### src/rtl/fb_pkg.sv
// rtl/fb_pkg.sv - shared framebuffer types and constants
// Purpose: controller state encoding, default framebuffer geometry and
// 640x480@60 VGA timing constants shared with VGAController.
// Ports: none (package).
package fb_pkg;

  typedef enum logic [2:0] {
    ST_IDLE   = 3'd0,
    ST_WR     = 3'd1,
    ST_RD1    = 3'd2,
    ST_RD2    = 3'd3,
    ST_FSETUP = 3'd4,
    ST_FRUN   = 3'd5,
    ST_FDONE  = 3'd6
  } fb_state_t;

  localparam int DEF_PIXEL_WIDTH = 1;
  localparam int DEF_H_RES       = 640;
  localparam int DEF_V_RES       = 480;

  localparam int VGA_H_FRONT = 16;
  localparam int VGA_H_SYNC  = 96;
  localparam int VGA_H_BACK  = 48;
  localparam int VGA_H_TOTAL = DEF_H_RES + VGA_H_FRONT + VGA_H_SYNC + VGA_H_BACK;
  localparam int VGA_V_FRONT = 10;
  localparam int VGA_V_SYNC  = 2;
  localparam int VGA_V_BACK  = 33;
  localparam int VGA_V_TOTAL = DEF_V_RES + VGA_V_FRONT + VGA_V_SYNC + VGA_V_BACK;

endpackage

### src/rtl/fb_rect_walker.sv
// rtl/fb_rect_walker.sv - clipped rectangle raster walker
// Purpose: clips a rectangle to the screen, then walks it in raster order,
// one pixel per step, producing the linear framebuffer address.
// Ports:
//   clock, reset        - clock, asynchronous active-high reset
//   load                - latch corners, clip and compute the first row base
//   step                - advance to the next pixel
//   x0, y0, x1, y1      - inclusive rectangle corners
//   addr                - linear address of the current pixel
//   valid               - current pixel exists (rectangle non-empty, not finished)
//   last                - current pixel is the final one of the rectangle
module fb_rect_walker
  import fb_pkg::*;
#(
  parameter int H_RES       = DEF_H_RES,
  parameter int V_RES       = DEF_V_RES,
  parameter int ADDR_WIDTH  = 19,
  parameter int COORD_WIDTH = 10
) (
  input  logic                   clock,
  input  logic                   reset,
  input  logic                   load,
  input  logic                   step,
  input  logic [COORD_WIDTH-1:0] x0,
  input  logic [COORD_WIDTH-1:0] y0,
  input  logic [COORD_WIDTH-1:0] x1,
  input  logic [COORD_WIDTH-1:0] y1,
  output logic [ADDR_WIDTH-1:0]  addr,
  output logic                   valid,
  output logic                   last
);

  localparam logic [COORD_WIDTH-1:0] X_MAX = COORD_WIDTH'(H_RES - 1);
  localparam logic [COORD_WIDTH-1:0] Y_MAX = COORD_WIDTH'(V_RES - 1);

  logic [COORD_WIDTH-1:0] x_clip, y_clip;
  logic                   empty;

  logic [COORD_WIDTH-1:0] x, y, x_start, x_end, y_end;
  logic [ADDR_WIDTH-1:0]  row_base;

  assign x_clip = (x1 > X_MAX) ? X_MAX : x1;
  assign y_clip = (y1 > Y_MAX) ? Y_MAX : y1;
  assign empty  = (x0 > x_clip) || (y0 > y_clip);

  assign addr = row_base + ADDR_WIDTH'(x);
  assign last = valid && (x == x_end) && (y == y_end);

  // Row base advances by H_RES per row so the run phase needs no multiplier;
  // the last pixel is never stepped past, so row_base never exceeds the screen.
  always_ff @(posedge clock or posedge reset) begin
    if (reset) begin
      x        <= '0;
      y        <= '0;
      x_start  <= '0;
      x_end    <= '0;
      y_end    <= '0;
      row_base <= '0;
      valid    <= 1'b0;
    end else if (load) begin
      x        <= x0;
      y        <= y0;
      x_start  <= x0;
      x_end    <= x_clip;
      y_end    <= y_clip;
      row_base <= ADDR_WIDTH'(y0) * ADDR_WIDTH'(H_RES);
      valid    <= !empty;
    end else if (step && valid) begin
      if (x == x_end) begin
        if (y == y_end) begin
          valid <= 1'b0;
        end else begin
          x        <= x_start;
          y        <= y + COORD_WIDTH'(1);
          row_base <= row_base + ADDR_WIDTH'(H_RES);
        end
      end else begin
        x <= x + COORD_WIDTH'(1);
      end
    end
  end

endmodule

### src/rtl/pixel_fb_ctrl.sv
// rtl/pixel_fb_ctrl.sv - framebuffer port-0 arbiter with rectangle fill
// Purpose: arbitrates CPU single-pixel reads/writes against a one-pixel-per-
// cycle rectangle fill engine onto DPRAM port 0.
// Ports:
//   clock, reset                 - clock, asynchronous active-high reset
//   cpu_addr/din/we/re           - CPU request (levels, held until cpu_ack)
//   cpu_dout, cpu_ack            - registered read data, one-cycle ack
//   fill_start, fill_x0..y1      - fill request pulse and inclusive corners
//   fill_color                   - fill value
//   busy, fill_done              - fill pending/running, completion pulse
//   ram_addr/din/we, ram_dout    - DPRAM port 0 (read data one cycle late)
module pixel_fb_ctrl
  import fb_pkg::*;
#(
  parameter int PIXEL_WIDTH = DEF_PIXEL_WIDTH,
  parameter int H_RES       = DEF_H_RES,
  parameter int V_RES       = DEF_V_RES,
  parameter int ADDR_WIDTH  = 19,
  parameter int COORD_WIDTH = 10
) (
  input  logic                   clock,
  input  logic                   reset,
  input  logic [ADDR_WIDTH-1:0]  cpu_addr,
  input  logic [PIXEL_WIDTH-1:0] cpu_din,
  input  logic                   cpu_we,
  input  logic                   cpu_re,
  output logic [PIXEL_WIDTH-1:0] cpu_dout,
  output logic                   cpu_ack,
  input  logic                   fill_start,
  input  logic [COORD_WIDTH-1:0] fill_x0,
  input  logic [COORD_WIDTH-1:0] fill_y0,
  input  logic [COORD_WIDTH-1:0] fill_x1,
  input  logic [COORD_WIDTH-1:0] fill_y1,
  input  logic [PIXEL_WIDTH-1:0] fill_color,
  output logic                   busy,
  output logic                   fill_done,
  output logic [ADDR_WIDTH-1:0]  ram_addr,
  output logic [PIXEL_WIDTH-1:0] ram_din,
  output logic                   ram_we,
  input  logic [PIXEL_WIDTH-1:0] ram_dout
);

  fb_state_t              state;
  logic [COORD_WIDTH-1:0] fx0, fy0, fx1, fy1;
  logic [PIXEL_WIDTH-1:0] fcolor;
  logic                   last_issued;

  logic                   walk_load, walk_step, walk_valid, walk_last;
  logic [ADDR_WIDTH-1:0]  walk_addr;

  // The walker is loaded on entry to FSETUP so its first pixel is ready to
  // issue at the FSETUP edge; it then stays one pixel ahead of ram_addr.
  assign walk_load = (state == ST_IDLE) && busy && !cpu_we && !cpu_re;
  assign walk_step = ((state == ST_FSETUP) && walk_valid) ||
                     ((state == ST_FRUN) && !last_issued);

  fb_rect_walker #(
    .H_RES       (H_RES),
    .V_RES       (V_RES),
    .ADDR_WIDTH  (ADDR_WIDTH),
    .COORD_WIDTH (COORD_WIDTH)
  ) u_walker (
    .clock (clock),
    .reset (reset),
    .load  (walk_load),
    .step  (walk_step),
    .x0    (fx0),
    .y0    (fy0),
    .x1    (fx1),
    .y1    (fy1),
    .addr  (walk_addr),
    .valid (walk_valid),
    .last  (walk_last)
  );

  // busy doubles as the pending-fill flag: set on accept, cleared leaving FDONE.
  always_ff @(posedge clock or posedge reset) begin
    if (reset) begin
      state       <= ST_IDLE;
      busy        <= 1'b0;
      fill_done   <= 1'b0;
      cpu_ack     <= 1'b0;
      cpu_dout    <= '0;
      ram_addr    <= '0;
      ram_din     <= '0;
      ram_we      <= 1'b0;
      fx0         <= '0;
      fy0         <= '0;
      fx1         <= '0;
      fy1         <= '0;
      fcolor      <= '0;
      last_issued <= 1'b0;
    end else begin
      cpu_ack   <= 1'b0;
      fill_done <= 1'b0;
      ram_we    <= 1'b0;

      if (fill_start && !busy) begin
        busy   <= 1'b1;
        fx0    <= fill_x0;
        fy0    <= fill_y0;
        fx1    <= fill_x1;
        fy1    <= fill_y1;
        fcolor <= fill_color;
      end

      case (state)
        ST_IDLE: begin
          if (cpu_we) begin
            ram_addr <= cpu_addr;
            ram_din  <= cpu_din;
            ram_we   <= 1'b1;
            cpu_ack  <= 1'b1;
            state    <= ST_WR;
          end else if (cpu_re) begin
            ram_addr <= cpu_addr;
            state    <= ST_RD1;
          end else if (busy) begin
            state <= ST_FSETUP;
          end
        end
        ST_WR:  state <= ST_IDLE;
        ST_RD1: state <= ST_RD2;
        ST_RD2: begin
          cpu_dout <= ram_dout;
          cpu_ack  <= 1'b1;
          state    <= ST_IDLE;
        end
        ST_FSETUP: begin
          if (walk_valid) begin
            ram_addr    <= walk_addr;
            ram_din     <= fcolor;
            ram_we      <= 1'b1;
            last_issued <= walk_last;
            state       <= ST_FRUN;
          end else begin
            fill_done <= 1'b1;
            state     <= ST_FDONE;
          end
        end
        ST_FRUN: begin
          if (last_issued) begin
            fill_done <= 1'b1;
            state     <= ST_FDONE;
          end else begin
            ram_addr    <= walk_addr;
            ram_din     <= fcolor;
            ram_we      <= 1'b1;
            last_issued <= walk_last;
          end
        end
        ST_FDONE: begin
          busy  <= 1'b0;
          state <= ST_IDLE;
        end
        default: state <= ST_IDLE;
      endcase
    end
  end

endmodule

### config.mk
export PLATFORM = sky130hd
export DESIGN_NAME = pixel_fb_ctrl
export DESIGN_NICKNAME = d
export VERILOG_FILES = /design/src/rtl/fb_pkg.sv /design/src/rtl/fb_rect_walker.sv /design/src/rtl/pixel_fb_ctrl.sv
export SDC_FILE = /design/constraint.sdc
export NUM_CORES = 1
export LEC_CHECK = 0
export ABC_AREA = 1
export BUFFER_PORTS_ARGS = -buffer_cell sky130_fd_sc_hd__clkbuf_2
export CAP_MARGIN = 30
export CORE_MARGIN = 1.5
export CORE_UTILIZATION = 51
export CTS_CLUSTER_SIZE = 12
export DETAILED_ROUTE_END_ITERATION = 7
export PLACE_DENSITY_LB_ADDON = 0.15
export SLEW_MARGIN = 20
export SYNTH_ARGS = -nofsm -noshare
export SYNTH_HDL_FRONTEND = slang
export SYNTH_SLANG_ARGS = --single-unit
### constraint.sdc
create_clock -name clock -period 4 [get_ports clock]
set_clock_uncertainty 0.05 [all_clocks]
set_input_delay 0.4 -clock clock [delete_from_list [all_inputs] [get_ports clock]]
set_output_delay 0.4 -clock clock [all_outputs]
set_load 0.05 [all_outputs]
# After elaboration in Yosys (flattened, before gate mapping)
# Index checks and enable logic that the tools add are counted.
op_classes:
  order_cmp: 4
  multipliers: 1
  n_eq_ne: 15
  n_reduce_logical: 30
  add_sub_neg: 4
  mux: 46
ops:
  columns: ["cell", "n"]
  rows:
  - ["$mux 19", 8]
  - ["$mux 10", 10]
  - ["$pmux 19 s3", 1]
  - ["$add 10x1->10 const B", 2]
  - ["$eq 10x10->1", 2]
  - ["$gt 10x10->1", 2]
  - ["$add 19x10->19", 1]
  - ["$add 19x10->19 const B", 1]
  - ["$mux 1", 16]
  - ["$mul 10x3->12 const B", 1]
  - ["$mux 3", 4]
  - ["$pmux 3 s4", 1]
  - ["$gt 10x10->1 const B", 1]
  - ["$gt 10x9->1 const B", 1]
  - ["$reduce_bool 2->1", 5]
  - ["$eq 3x3->1 const B", 3]
  - ["$logic_and 1x1->1", 9]
  - ["$reduce_and 4->1", 2]
  - ["$eq 3x2->1 const B", 2]
  - ["$ne 2x2->1 const B", 3]
  - ["$pmux 1 s2", 3]
  - ["$pmux 1 s3", 2]
  - ["$reduce_and 2->1", 3]
  - ["$reduce_and 3->1", 2]
  - ["other kinds (9)", 15]
totals:
  input_bits: 67
  elab_cells: 121
  output_inout_bits: 25
  register_bits: 140

# Depth between registers and ports, before layout
depth:
  word_depth: 6
  ltp_mapped: 13
  ltp_nobuf: 12

# Hierarchy
# A second synthesis with hierarchy kept.
hier_totals:
  cells_unflattened: 1052
  hier_area_um2: 8321.7
by_module_without_submodules:
  columns: ["module", "seq_area_each_um2", "n_inst", "cells_each", "area_per_inst_um2"]
  rows:
  - ["fb_rect_walker", 1576.5, 1, 759, 5308.8]
  - ["pixel_fb_ctrl", 1751.7, 1, 293, 3012.9]

# Least setup slack after synthesis
# No wires, ideal clock.
synth_path:
  kind: "register to register"
  from: "reg fy0[1]"
  to: "reg u_walker.row_base[16]"
  arrival_time_ps: 1902
  period_less_slack_ps: 2069
  setup_time_ps: 117
  path_stages_with_launch: 12
  slack_ps: 1931
  path_cell_list: "dfrtp_1 -> ha_1 -> ha_1 -> fa_1 -> nand3_1 -> nand3_1 -> a21oi_1 -> nand2_1 -> nand3_1 -> o21ai_1 -> nand2_1 -> nand2_1"
synth_between:
  elab_chain_len: 2
synth_rtl:
  columns: ["item", "line", "text"]
  rows:
  - ["from (decl)", "pixel_fb_ctrl.sv:44", "logic [COORD_WIDTH-1:0] fx0, fy0, fx1, fy1;"]
  - ["from (signal assigned)", "pixel_fb_ctrl.sv:101", "fy0 <= fill_y0;"]
  - ["$mul 10x3->12", "fb_rect_walker.sv:66", "row_base <= ADDR_WIDTH'(y0) * ADDR_WIDTH'(H_RES);"]
  - ["$mux 19", "fb_rect_walker.sv:60", "end else if (load) begin"]
  - ["to (signal assigned)", "fb_rect_walker.sv:66", null]
  - ["to (signal assigned)", "fb_rect_walker.sv:75", "row_base <= row_base + ADDR_WIDTH'(H_RES);"]
  - ["to (decl)", "fb_rect_walker.sv:40", "logic [ADDR_WIDTH-1:0] row_base;"]
# No other way between the ends.
# A chain may end at the register's enable or synchronous reset.

# Worst setup path after layout
layout_path:
  from: "reg state[1]"
  to: "reg u_walker.y[1]"
layout_between:
  elab_chain_len: 6
  word_cells_on_any_way: 15
layout_rtl:
  columns: ["item", "line", "text"]
  rows:
  - ["from (decl)", "pixel_fb_ctrl.sv:43", "fb_state_t state;"]
  - ["from (signal assigned)", "pixel_fb_ctrl.sv:79", "state <= ST_IDLE;"]
  - ["from (signal assigned)", "pixel_fb_ctrl.sv:114", "state <= ST_WR;"]
  - ["from (signal assigned)", "pixel_fb_ctrl.sv:117", "state <= ST_RD1;"]
  - ["$logic_not 3->1, or another cell as far along", "pixel_fb_ctrl.sv:53", "assign walk_load = (state == ST_IDLE) && busy && !cpu_we && !cpu_re;"]
  - ["$logic_and 1x1->1 (on tied branches)", "pixel_fb_ctrl.sv:53, pixel_fb_ctrl.sv:54, pixel_fb_ctrl.sv:55", null]
  - ["$logic_and 1x1->1 or $logic_or 1x1->1 (tied branches)", "pixel_fb_ctrl.sv:53, pixel_fb_ctrl.sv:54", null]
  - ["$logic_and 1x1->1 (on tied branches)", "pixel_fb_ctrl.sv:53, fb_rect_walker.sv:68", null]
  - ["$ne 2x1->1 (no source line) or $reduce_bool 2->1 (tied branches)", null, null]
  - ["$reduce_and 3->1 (no source line)", null, null]
  - ["to (signal assigned)", "fb_rect_walker.sv:62", "y <= y0;"]
  - ["to (signal assigned)", "fb_rect_walker.sv:74", "y <= y + COORD_WIDTH'(1);"]
  - ["to (decl)", "fb_rect_walker.sv:39", "logic [COORD_WIDTH-1:0] x, y, x_start, x_end, y_end;"]
# Parallel ways exist; a longest one is shown, timed or not.

==> results.md <==
Yosys:
- The netlist area before placement is 7820 µm².
- The fraction of registers with async set/reset is 1.00.
- The synthesized flop and latch total is 133.
- Each instance of the synthesized netlist takes up on average 7.84 µm².
- The share of the Yosys chip area taken by registers is 0.425.
- Counting flops with a built-in enable in the synthesized netlist gives 0.
- The most used flip-flop cell after synthesis is sky130_fd_sc_hd__dfrtp_1.
- Synthesis produced a netlist with a net count of 1108.
- The gate count of the mapped netlist is 998.
- For this run, the number of Yosys warnings is 0.
- The number of different library cells used by synthesis comes to 40.

Drt:
- The number of DRC markers in iteration 0 is 469.
- The number of remaining DRC errors is 0.
- The average routed wire per standard cell is 13.4 µm.
- The detailed-route via count is 6587.
- For this block, the routed nets add up to 17.2 mm of wire.
- The count of nets left with antenna violations once routing finished came out at 0.
- The number of vias per cell is 5.15.
- The first detailed-routing pass ran for 5 iterations.

Worst hold path:
- Counting instances, the worst hold path has a depth of 2.
- The sink of the worst hold path is fy1[0]$_DFFE_PP0P_.
- The worst hold path begins at fill_y1[0].
- The class of the most critical hold timing path is in -> reg.

Clock tree:
- Clock latency on the worst-skew pair, taken at its later pin, is 410 ps.
- The clock transition at the registers of the reported paths is 60 ps.
- The clock tree from TritonCTS is built.
- The maximum root-to-sink buffer count is 2.
- The number of buffers added by the clock tree synthesis step is 17.
- The number of post-CTS setup repair buffers is 0.
- The H-tree was split into 4 levels.
- The number of clock sinks seen by CTS is 133.
- CTS placed an instance of sky130_fd_sc_hd__clkbuf_16 at the clock tree root.
- The post-cts gate resize count is 0.

Critical path:
- The most critical setup path has its startpoint at state[1]$_DFFE_PP0P_.
- The required arrival time at the worst endpoint is 4220 ps.
- Walking the worst path, the cells encountered are inv_2, nand2_2, inv_2, nand2_1, nor2_1, nor2_2, nor2_4, nand3_4, nand2_2, o21ai_0.
- The largest fanout on the critical path is 29.
- The number of cells on the worst reg-to-reg path is 10.
- The critical path is of the reg -> reg type.
- The critical path's largest stage delay is 470 ps.
- The reg-to-reg setup timing slack is 1300 ps.
- STA classifies the critical path endpoint as a flip-flop.
- The kind of start point of the critical path is a flip-flop.
- The worst register-to-register path begins at state[1]$_DFFE_PP0P_.
- The endpoint of the worst-slack reg-to-reg timing path is u_walker.y[1]$_DFFE_PP0P_.
- The largest individual stage delay along the critical path comes from the cell sky130_fd_sc_hd__nand2_2.
- Data on the critical path arrives at its endpoint at 2920 ps.

Timing:
- The actual slew at the worst max-slew pin is 840 ps.
- The minimum clock period after layout is 2700 ps.
- Setup violations remaining at the end of the flow were counted as 0.
- Measured against its own limit, the worst slew margin works out to 0.439.
- Setup repair after global routing left no endpoint under its margin.
- In the finished design, the share of the clock period the worst path needs comes to 0.675.
- Hold timing on the final database bottoms out at a slack of 166 ps.
- Adding up every negative setup slack in the final design gives 0 ps.
- The hold violation total from the final report is 0.
- Based on the critical path, the design can be clocked at up to 370 MHz.
- The count of final max-slew check failures is 0.

Finish:
- The largest registers in the layout are ram_addr: 19 flops, u_walker.row_base: 12 flops.
- The number of nets at the end of the flow is 1189.
- The share of the core filled with cells in the final layout is 0.597.
- The register ranked first by flip-flop count is ram_addr.
- The number of flip-flops in the largest register is 19.
- The share of cells above drive strength 1 is 0.185.
- The number of fill cells is 1421.
- In the final layout, the multi-input gates occupy 3950 µm².
- 0 antenna diodes ended up in the layout.
- Leaving out fill and tap cells, the most frequent cells in the layout are 287 x sky130_fd_sc_hd__nand2_1, 133 x sky130_fd_sc_hd__dfrtp_1, 91 x sky130_fd_sc_hd__clkbuf_2, 84 x sky130_fd_sc_hd__inv_1, 83 x sky130_fd_sc_hd__nor2_1.
- The storage element area is 3330 µm².
- The relative area change from synthesis to final layout is 15.1%.
- Leaving out fill and tap cells, the most frequent cell in the layout is sky130_fd_sc_hd__nand2_1.

Global routing:
- The wire length of the first global-routing pass is 29.7 mm.
- The maximum number of pins on one net before global-route repair is 95.
- Summed over all layers, the global routing overflow is 0.
- For this run, the total global-route usage over all layers was measured as 0.229.
- The via count of the first global-routing pass was 6150.
- The initial antenna violation count came to 0.

Floorplan:
- The total area inside the core boundary comes to 15100 µm².
- The number of top-level pins is 92.
- The starting utilization of the core area is 0.518.
- The width of the chip is 127 µm.
- The die extent in y is 127 µm.
- The die covers 16100 µm².
- The row count is 45.

Placement:
- The HPWL reported at the end of detailed placement is 12.5 mm.
- The last weighted congestion value of the routability-driven placer is 0.849.
- The total of buffers placed on input and output ports is 91.

Status:
- The flow ran to the end, and the final reports show no timing, DRC or antenna violations.

Power:
- The worst voltage drop across the vdd grid is 0.467 mV.
- The total leakage power is 4.60 nW.
- For this design the ratio of total power to cell area is 366 nW/µm².

Flow run:
- The tool flagged a number of max-cap violations equal to 0.
[synth_stat cells (3+ instances only)]
library cell               instances  area share
sky130_fd_sc_hd__nand3_1          80       0.051
sky130_fd_sc_hd__nor2_2            7      0.0056
sky130_fd_sc_hd__inv_2            15      0.0072
sky130_fd_sc_hd__xor2_1           11       0.012
sky130_fd_sc_hd__inv_1            85       0.041
sky130_fd_sc_hd__o31ai_1           3      0.0029
sky130_fd_sc_hd__nand2_2           5      0.0040
sky130_fd_sc_hd__o21ai_0          73       0.047
sky130_fd_sc_hd__nor3_1            5      0.0032
sky130_fd_sc_hd__xnor2_1           4      0.0045
sky130_fd_sc_hd__a31oi_1          10      0.0080
sky130_fd_sc_hd__o21bai_1          4      0.0038
sky130_fd_sc_hd__nand4_1          14       0.011
sky130_fd_sc_hd__dfrtp_1         133        0.43
sky130_fd_sc_hd__a21oi_1          37       0.024
sky130_fd_sc_hd__clkbuf_1         15      0.0072
sky130_fd_sc_hd__or2_2             3      0.0024
sky130_fd_sc_hd__buf_2            14      0.0090
sky130_fd_sc_hd__nor2_1           83       0.040
sky130_fd_sc_hd__mux2_2           36       0.052
sky130_fd_sc_hd__nand2_1         288        0.14
sky130_fd_sc_hd__o21ai_1           7      0.0045
sky130_fd_sc_hd__ha_1             42       0.067
[routing by layer]
metal / global-route usage / wire length [µm] / up-vias
li1: - / - / 3428
met2: 0.347 / 7180 / 160
met3: 0.0523 / 981 / 17
met5: 0 / 0 / -
met4: 0.0595 / 198 / 0
met1: 0.333 / 8820 / 2982
[cells by family (layout without fill, tap and decap cells)]
group	after synthesis	count (layout)	share of synthesized area
flip-flops	133	133	0.425
buffers and inverters	135	228	0.0699
multiplexers	36	36	0.0518
adder cells (fa/ha/maj)	43	43	0.0697
XOR/XNOR	15	15	0.0168
AND/OR/NAND/NOR	494	494	0.269
other	1	1	0.000479
AO/OA/AOI/OAI	141	141	0.0966
[power by group]
group / leakage [nW] / switching, mW / total [mW] / internal (mW)
Sequential: 1.64 / 0.0522 / 1.45 / 1.40
Combinational: 2.67 / 0.205 / 0.362 / 0.157
Clock: 0.289 / 0.551 / 1.49 / 0.937
[how the worst max path moves through the flow]
stage                                   endpoint  slack [ps]  depth (start not counted)
6_report               u_walker.y[1]$_DFFE_PP0P_        1300                         10
5_1_grt        u_walker.row_base[13]$_DFFE_PP0P_         980                         11
4_1_cts                u_walker.y[1]$_DFFE_PP0P_        1300                         10
3_5_place_dp           u_walker.y[6]$_DFFE_PP0P_        1310                         10
3_3_place_gp           u_walker.y[7]$_DFFE_PP0P_        1400                         10
2_1_floorplan                   busy$_DFFE_PP0P_        1900                          1
[timing repair]
item                                    in CTS  in global routing
endpoints found under the hold margin        0                  4
hold buffers                                 0                  1
endpoints found under the setup margin       0                  0
[cell type report]
type                       instances  area share
clock inverter                    11      0.0121
clock buffer                      20      0.0507
timing repair buffer              97      0.0608
sequential                       133       0.369
inverter                         100      0.0421
multi-input combinational        730       0.439
tap                              188      0.0261
[through the flow]
step | setup slack [ps] | total power, mW | instance area (µm²) | std cells
floorplan | 1900 | 1.71 | 7830 | 998
global placement | 1400 | 1.82 | 8380 | 1245
detailed placement | 1310 | 1.83 | 8410 | 1246
CTS | 1300 | 3.33 | 8980 | 1277
global route | 981 | 3.46 | 9010 | 1279
finish | 1300 | 3.30 | 9010 | 1279
[critical path: cells and delay by family (launching register included)]
family	cells	cell delay, ps
simple gates	7	1470
buf+inv	2	470
compound gates	1	150
flops	1	400
(Power assumes the default switching activity.)
